### src/rtl/instruction_fetch_if.sv
// Fetch-stage bundle: program-counter handshake, instruction-memory read port
// and the decode-side instruction stream.
interface instruction_fetch_if #(
    parameter int ADDR_W  = 8,
    parameter int INSTR_W = 16
);
    logic [ADDR_W-1:0]  pc;
    logic               pc_en;
    logic               imem_req;
    logic [ADDR_W-1:0]  imem_addr;
    logic [INSTR_W-1:0] imem_rdata;
    logic               flush;
    logic [INSTR_W-1:0] instr;
    logic [ADDR_W-1:0]  instr_pc;
    logic               instr_valid;
    logic               instr_ready;

    modport master (
        input  pc,
        input  imem_rdata,
        input  flush,
        input  instr_ready,
        output pc_en,
        output imem_req,
        output imem_addr,
        output instr,
        output instr_pc,
        output instr_valid
    );

    modport slave (
        output pc,
        output imem_rdata,
        output flush,
        output instr_ready,
        input  pc_en,
        input  imem_req,
        input  imem_addr,
        input  instr,
        input  instr_pc,
        input  instr_valid
    );
endinterface

### src/rtl/instruction_fetch.sv
// Instruction fetch stage: issues single-cycle-latency memory reads at pc and
// queues the returned words with their fetch address for the decode stage.
module instruction_fetch #(
    parameter int ADDR_W  = 8,
    parameter int INSTR_W = 16,
    parameter int DEPTH   = 2
) (
    input  logic                 clk,
    input  logic                 reset,
    instruction_fetch_if.master  bus
);
    localparam int PW = (DEPTH > 1) ? $clog2(DEPTH) : 1;
    localparam int CW = PW + 1;
    localparam int OW = CW + 1;

    logic [CW-1:0]      count_q, count_d;
    logic [PW-1:0]      rd_ptr_q, rd_ptr_d;
    logic [PW-1:0]      wr_ptr_q, wr_ptr_d;
    logic               inflight_q, inflight_d;
    logic [ADDR_W-1:0]  inflight_pc_q, inflight_pc_d;
    logic [INSTR_W-1:0] q_instr_q [DEPTH];
    logic [INSTR_W-1:0] q_instr_d [DEPTH];
    logic [ADDR_W-1:0]  q_pc_q [DEPTH];
    logic [ADDR_W-1:0]  q_pc_d [DEPTH];

    logic               pop_s;
    logic               push_s;
    logic               req_s;
    logic [OW-1:0]      occupancy_s;

    // Request gating: an in-flight read already owns a queue slot, so counting
    // it here is what makes a push into a full queue impossible.
    always_comb begin
        pop_s       = (count_q != CW'(0)) && bus.instr_ready;
        push_s      = inflight_q && !bus.flush;
        occupancy_s = OW'(count_q) + OW'(inflight_q) - OW'(pop_s);
        req_s       = !reset && !bus.flush && (occupancy_s < OW'(DEPTH));
    end

    assign bus.imem_req    = req_s;
    assign bus.pc_en       = req_s;
    assign bus.imem_addr   = bus.pc;
    assign bus.instr       = q_instr_q[rd_ptr_q];
    assign bus.instr_pc    = q_pc_q[rd_ptr_q];
    assign bus.instr_valid = (count_q != CW'(0));

    // Next-state for queue, pointers and in-flight tracker; flush wins over push/pop.
    always_comb begin
        q_instr_d     = q_instr_q;
        q_pc_d        = q_pc_q;
        count_d       = count_q;
        rd_ptr_d      = rd_ptr_q;
        wr_ptr_d      = wr_ptr_q;
        inflight_d    = inflight_q;
        inflight_pc_d = inflight_pc_q;
        if (bus.flush) begin
            count_d    = CW'(0);
            rd_ptr_d   = PW'(0);
            wr_ptr_d   = PW'(0);
            inflight_d = 1'b0;
        end else begin
            inflight_d    = req_s;
            inflight_pc_d = req_s ? bus.pc : inflight_pc_q;
            if (push_s) begin
                q_instr_d[wr_ptr_q] = bus.imem_rdata;
                q_pc_d[wr_ptr_q]    = inflight_pc_q;
                wr_ptr_d            = wr_ptr_q + PW'(1);
            end else begin
                wr_ptr_d = wr_ptr_q;
            end
            if (pop_s) begin
                rd_ptr_d = rd_ptr_q + PW'(1);
            end else begin
                rd_ptr_d = rd_ptr_q;
            end
            count_d = count_q + CW'(push_s) - CW'(pop_s);
        end
    end

    // State registers with synchronous reset; queue contents cleared so the
    // head reads as zero after reset.
    always_ff @(posedge clk) begin
        if (reset) begin
            count_q       <= CW'(0);
            rd_ptr_q      <= PW'(0);
            wr_ptr_q      <= PW'(0);
            inflight_q    <= 1'b0;
            inflight_pc_q <= ADDR_W'(0);
            for (int i = 0; i < DEPTH; i++) begin
                q_instr_q[i] <= INSTR_W'(0);
                q_pc_q[i]    <= ADDR_W'(0);
            end
        end else begin
            count_q       <= count_d;
            rd_ptr_q      <= rd_ptr_d;
            wr_ptr_q      <= wr_ptr_d;
            inflight_q    <= inflight_d;
            inflight_pc_q <= inflight_pc_d;
            q_instr_q     <= q_instr_d;
            q_pc_q        <= q_pc_d;
        end
    end
endmodule

### src/flat_wrapper.sv
// flat-port wrapper written by rule: the top's interface ports become plain ports
module instruction_fetch_flat 
#(
    parameter int ADDR_W  = 8,
    parameter int INSTR_W = 16,
    parameter int DEPTH   = 2
)
  (clk, reset, bus_pc, bus_imem_rdata, bus_flush, bus_instr_ready, bus_pc_en, bus_imem_req, bus_imem_addr, bus_instr, bus_instr_pc, bus_instr_valid);
  instruction_fetch_if #(.ADDR_W(ADDR_W), .INSTR_W(INSTR_W)) bus_i ();
  input  logic clk;
  input  logic reset;
  input wire logic [$bits(bus_i.pc)-1:0] bus_pc;
  input wire logic [$bits(bus_i.imem_rdata)-1:0] bus_imem_rdata;
  input wire logic [$bits(bus_i.flush)-1:0] bus_flush;
  input wire logic [$bits(bus_i.instr_ready)-1:0] bus_instr_ready;
  output wire logic [$bits(bus_i.pc_en)-1:0] bus_pc_en;
  output wire logic [$bits(bus_i.imem_req)-1:0] bus_imem_req;
  output wire logic [$bits(bus_i.imem_addr)-1:0] bus_imem_addr;
  output wire logic [$bits(bus_i.instr)-1:0] bus_instr;
  output wire logic [$bits(bus_i.instr_pc)-1:0] bus_instr_pc;
  output wire logic [$bits(bus_i.instr_valid)-1:0] bus_instr_valid;
  assign bus_i.pc = bus_pc;
  assign bus_i.imem_rdata = bus_imem_rdata;
  assign bus_i.flush = bus_flush;
  assign bus_i.instr_ready = bus_instr_ready;
  assign bus_pc_en = bus_i.pc_en;
  assign bus_imem_req = bus_i.imem_req;
  assign bus_imem_addr = bus_i.imem_addr;
  assign bus_instr = bus_i.instr;
  assign bus_instr_pc = bus_i.instr_pc;
  assign bus_instr_valid = bus_i.instr_valid;
  instruction_fetch #(.ADDR_W(ADDR_W), .INSTR_W(INSTR_W), .DEPTH(DEPTH)) u_core (.clk(clk), .reset(reset), .bus(bus_i));
endmodule
### config.mk
export PLATFORM = sky130hd
export DESIGN_NAME = instruction_fetch_flat
export DESIGN_NICKNAME = d
export VERILOG_FILES = /design/src/rtl/instruction_fetch_if.sv /design/src/rtl/instruction_fetch.sv /design/src/flat_wrapper.sv
export SDC_FILE = /design/constraint.sdc
export NUM_CORES = 1
export LEC_CHECK = 0
export CAP_MARGIN = 20
export CORE_UTILIZATION = 49
export DETAILED_ROUTE_END_ITERATION = 12
export PLACE_DENSITY = 0.79
export SETUP_SLACK_MARGIN = 0.2
export SLEW_MARGIN = 10
export SYNTH_ARGS = -nofsm -noshare
export SYNTH_HDL_FRONTEND = slang
export SYNTH_SLANG_ARGS = --single-unit
### constraint.sdc
create_clock -name clk -period 3.8 [get_ports clk]
set_clock_uncertainty 0.2 [all_clocks]
set_input_delay 0.57 -clock clk [delete_from_list [all_inputs] [get_ports clk]]
set_output_delay 0.57 -clock clk [all_outputs]
set_load 0.05 [all_outputs]
# Yosys cells after proc, flatten, opt, wreduce, memory -nomap -nowiden

Cells that the tools add are included.

Reduce and logical (&&, ||, !) cells: 11
Add/subtract/negate cells: 6
Magnitude comparators: 4
Bitwise logic cells: 3
Multiplexer cells: 12

Operators with widths:

| operator                                                             | number |
|---|---|
| 16-bit 2-to-1 mux                                                    | 4 |
| 32-bit bitwise mux                                                   | 1 |
| 8-bit 2-to-1 mux                                                     | 4 |
| 16-bit bitwise mux                                                   | 1 |
| 16-bit demux with 1-bit select                                       | 1 |
| 8-bit demux with 1-bit select                                        | 1 |
| 1-bit logical AND                                                    | 5 |
| 2-bit >= comparator, second input constant                           | 2 |
| 1-bit inverter with 2-bit output                                     | 2 |
| 2-bit AND reduction                                                  | 2 |
| 2-bit by 1-bit adder with 3-bit output                               | 1 |
| 3-bit by 2-bit < comparator with 1-bit output, second input constant | 1 |
| 3-bit by 1-bit subtractor with 3-bit output                          | 1 |
| 1-bit adder, second input constant                                   | 2 |
| 2-bit by 1-bit adder with 2-bit output                               | 1 |
| 1-bit zero test                                                      | 2 |
| 2-bit by 1-bit < comparator with 1-bit output, second input constant | 1 |
| 2-bit nonzero test                                                   | 1 |
| 2-bit OR reduction                                                   | 1 |
| 2-bit by 1-bit subtractor with 2-bit output                          | 1 |
| 1-bit inverter                                                       | 1 |

Word-level logic and storage cells: 45
Bits in registers: 61
Input port bits: 28
Output and inout bits: 35

# Longest topological paths before layout

Gate-level depths: netlist of run 1.

Depth after elaboration: 6
Depth in mapped cells: 9
Depth with buffers taken out: 8

# Least setup slack after synthesis of run 1

No wires, ideal clock.

Kind: input port to output port
Start point: input bus_instr_ready
End point: output bus_pc_en
Slack: 537 ps
Data arrival time: 2493 ps
Path buffers: 2
Data required time: 3030 ps
Stages: 9
Cell sequence: o21a_1 > ha_1 > inv_1 > nand2_1 > fa_1 > nor3b_4 > and2_1 > buf_4 > buf_4

Word-level cells in the longest chain between the ends: 4

Ends and longest elaborated chain:

| element                                       | line                    | source |
|---|---|---|
| from (decl)                                   | flat_wrapper.sv:15      | `input wire logic [$bits(bus_i.instr_ready)-1:0] bus_instr_ready;` |
| 1-bit logical AND                             | instruction_fetch.sv:34 | `pop_s = (count_q != CW'(0)) && bus.instr_ready;` |
| 3-bit by 1-bit subtractor with 3-bit output   | instruction_fetch.sv:36 | `occupancy_s = OW'(count_q) + OW'(inflight_q) - OW'(pop_s);` |
| 3-bit by 2-bit < comparator with 1-bit output | instruction_fetch.sv:37 | `req_s = !reset && !bus.flush && (occupancy_s < OW'(DEPTH));` |
| 1-bit logical AND                             | instruction_fetch.sv:37 |  |
| to (decl)                                     | flat_wrapper.sv:16      | `output wire logic [$bits(bus_i.pc_en)-1:0] bus_pc_en;` |

No other way between the ends.

# Worst setup path after layout of run 1

Start point: input bus_instr_ready
End point: output bus_imem_req

Word-level cells in the longest chain between the ends: 4

Ends and longest elaborated chain:

| element                                       | line                    | source |
|---|---|---|
| 1-bit logical AND                             | instruction_fetch.sv:34 |  |
| named net u_core.pop_s                        | instruction_fetch.sv:26 | `logic pop_s;` |
| 3-bit by 1-bit subtractor with 3-bit output   | instruction_fetch.sv:36 |  |
| 3-bit by 2-bit < comparator with 1-bit output | instruction_fetch.sv:37 |  |
| 1-bit logical AND                             | instruction_fetch.sv:37 |  |
| to (decl)                                     | flat_wrapper.sv:17      | `output wire logic [$bits(bus_i.imem_req)-1:0] bus_imem_req;` |

The timed path passes the listed nets, and every way through them passes these cells.

==> results_dict.tcl, run 1 <==
set metrics [dict create \
    slew_headroom 0.387 \
    synthCells 310 \
    fin_area_sq_um 3480 \
    synth_flop_cell "dfxtp_1" \
    wirelength_um 5830 \
    crit_fanout 3 \
    htreeDepth 3 \
    status "finished clean" \
    start_kind "primary input" \
    core-area_sq_um 5140 \
    cts.clk_slew.worst_paths_ns 0.06 \
    yosys_warnings 0 \
    synth_seq_cells 61 \
    n_antenna_cell 0 \
    synth_compound_area_frac 0.109 \
    hold_viol 0 \
    synth_cell_types 26 \
    grt-ovfl-total 0 \
    cts_inserted_buffers 9 \
    timing.setup.tns_ns 0 \
    fin_nets 393 \
    rsz0062_at_grt "false" \
    cts.path.max_buffers 2 \
    syn_nets 342 \
    initial_core_util 0.513 \
    path_cells "clkdlybuf4s50_1 -> o21a_1 -> ha_1 -> inv_1 -> nand2_1 -> fa_1 -> nor3b_4 -> and2_1 -> buf_12" \
    cts_tree "built" \
    num_rows 26 \
    required_ns 3.03 \
    ctsHoldBuffers 0 \
    tightest_slew_ns 0.920 \
    slew_viol_final 0 \
    avgViaCountPerCell 5.01 \
    fin_crit_sh 0.907 \
    route.vias.total 2184 \
    p_leak_nw 1.24 \
    synthSimpleGateAreaFrac 0.211 \
    cts_resized 0 \
    cts-root-buf "clkbuf_8" \
    ys_async_sr_fraction 0 \
    antenna_found_initial 0 \
    route.detailed.drc 0 \
    synth_edf_count 0 \
    ios 63 \
    gp_congestion 0.712 \
    drt_iter0_markers 165 \
    ant_nets 0 \
    worstSkewPairLatency_ns 0.33 \
    synth_area_sq_um 2640 \
    clock-sinks 61 \
    ys_seq_area_frac 0.463 \
    finalSetupViolCount 0 \
    synthMuxAreaShare 0.102 \
    synth_top_family_by_area "simple AND/OR/NAND/NOR gates" \
    port_buffers 62 \
    cts_setup_buffers 0 \
    grt_pass1_vias 2077 \
    arrival_ns 2.68 \
    synth_xor_area_frac 0.0161 \
    drt_pass1_iterations 4 \
    drive_gt1_frac 0.142 \
    synthAdderAreaFrac 0.0218 \
    grt_max_degree 61 \
    nFillCells 458 \
    critical_path_class "in -> out" \
    grt_usage 0.221 \
    grt_pass1_wl_um 9220 \
    drv_cap 0 \
    fmax_ghz 0.290 \
    finalCriticalPeriod_ns 3.45 \
    slowest_stage "fa_1" \
    critPathMaxStageDelay_ns 0.48 \
    vdd_drop_max_mv 0.312 \
    powerDensity_nw_per_um2 450 \
    hold_path_class "reg -> reg" \
    syn2layout_area_growth_pct 31.9 \
    dieArea_sq_um 5680 \
    dp_hpwl_um 3620 \
    end_kind "output port" \
    avgSynthCellArea_sq_um 8.51 \
    wl_per_cell_um 13.4 \
    utilization 0.677 \
    die_y_um 75.4 \
    die_width_um 75.4 \
    dpl_cell_area_sq_um 3240 \
]
-- cells in the mapped netlist, types with 2 or more instances --
| master | number | area (sq um) |
|---|---|---|
| o21ai_1 | 8 | 40.0 |
| clkbuf_1 | 6 | 22.5 |
| and2_1 | 2 | 12.5 |
| nand2b_1 | 8 | 50.1 |
| dfxtp_1 | 61 | 1220 |
| nand2_1 | 98 | 368 |
| mux2_2 | 24 | 270 |
| a21oi_1 | 48 | 240 |
| nor3_1 | 3 | 15.0 |
| buf_6 | 2 | 22.5 |
| buf_2 | 9 | 45.0 |
| nand3_1 | 8 | 40.0 |
| buf_4 | 13 | 97.6 |
| xnor2_1 | 3 | 26.3 |
| inv_1 | 4 | 15.0 |
| ha_1 | 3 | 37.5 |
-- cells in the final DEF (no fill, tap or decap), drive strengths merged --
cell	n
a21oi	48
and2	2
and3b	1
buf	11
bufinv	3
clkbuf	12
clkdlybuf4s50	59
clkinv	1
dfxtp	61
fa	1
ha	3
inv	4
mux2	24
nand2	98
nand2b	8
nand3	8
nand3b	1
nor2b	1
nor3	3
nor3b	3
o21a	1
o21ai	8
or3b	1
xnor2	4
-- power by group --
part	switching, W	leakage [nW]	internal [W]
registers	0.0000143	0.495	0.000659
clock network	0.000241	0.121	0.000453
logic	0.000113	0.629	0.0000840
total	0.000369	1.24	0.00120
-- metrics by stage --
stage / hold WS [ns] / std cells / setup slack [ns] / total power, W
global placement: 0.239 / 420 / 0.378 / 0.000882
global route: 0.275 / 436 / 0.260 / 0.00161
CTS: 0.252 / 436 / 0.345 / 0.00157
detailed placement: 0.243 / 420 / 0.345 / 0.000885
floorplan: 0.233 / 310 / 0.537 / 0.000812
finish: 0.253 / 436 / 0.355 / 0.00157
-- cells by family after synthesis --
group / after synthesis
xor+xnor: 4
flops: 61
compound gates: 57
fa+ha+maj: 4
simple gates: 126
mux: 24
buf+inv: 34
-- path summary, 6_finish.rpt --
check | start | cells after the start | slack [ns] | endpoint
max reg2reg | u_core.count_q[1] | 9 | 1.23 | u_core.inflight_pc_q[5]
min reg2reg | u_core.q_instr_q[23] | 2 | 0.25 | u_core.q_instr_q[23]
min | u_core.q_instr_q[23] | 2 | 0.25 | u_core.q_instr_q[23]
max | bus_instr_ready | 9 | 0.35 | bus_imem_req
-- metal layers --
layer	share of wire	GRT usage
met1	0.43	0.250
met2	0.53	0.387
met3	0.030	0.0489
met4	0.013	0.119
met5	0	0
-- state kept, by name, indices dropped and copies added, names as in the netlist --
name,count
u_core.count_q,2
u_core.inflight_pc_q,8
u_core.inflight_q,1
u_core.q_instr_q,32
u_core.q_pc_q,16
u_core.rd_ptr_q,1
u_core.wr_ptr_q,1
-- worst max-delay path, delay by kind of cell --
kind	cells	cell delay (ns)
AO/OA/AOI/OAI	1	0.15
adder cells (fa/ha/maj)	2	0.71
AND/OR/NAND/NOR	3	0.53
buffers and inverters	3	0.71
-- cell type report --
class / count / area, sq um / area share
Clock buffer: 12 / 145 / 0.0417
Clock inverter: 4 / 95.1 / 0.0273
Inverter: 4 / 15.0 / 0.00431
Multi-Input combinational cell: 215 / 1220 / 0.351
Sequential cell: 61 / 1220 / 0.351
Tap cell: 70 / 87.6 / 0.0252
Timing Repair Buffer: 70 / 696 / 0.200
Power figures use the tool's default switching activity.
==> run 2, diff against run 1 <==
--- a/config.mk
+++ b/config.mk
@@ -8,6 +8,7 @@
 export CAP_MARGIN = 20
 export CORE_UTILIZATION = 49
 export DETAILED_ROUTE_END_ITERATION = 12
+export HOLD_SLACK_MARGIN = 0.02
 export PLACE_DENSITY = 0.79
 export SETUP_SLACK_MARGIN = 0.2
 export SLEW_MARGIN = 10
==> results of run 2 <==
Final layout, timing and power as in run 1 (identical DEF).
==> run 3, diff against run 2 <==
--- a/config.mk
+++ b/config.mk
@@ -5,6 +5,7 @@
 export SDC_FILE = /design/constraint.sdc
 export NUM_CORES = 1
 export LEC_CHECK = 0
+export ABC_CLOCK_PERIOD_IN_PS = 3800
 export CAP_MARGIN = 20
 export CORE_UTILIZATION = 49
 export DETAILED_ROUTE_END_ITERATION = 12
==> results of run 3 <==
Final layout, timing and power as in run 1 (identical DEF).
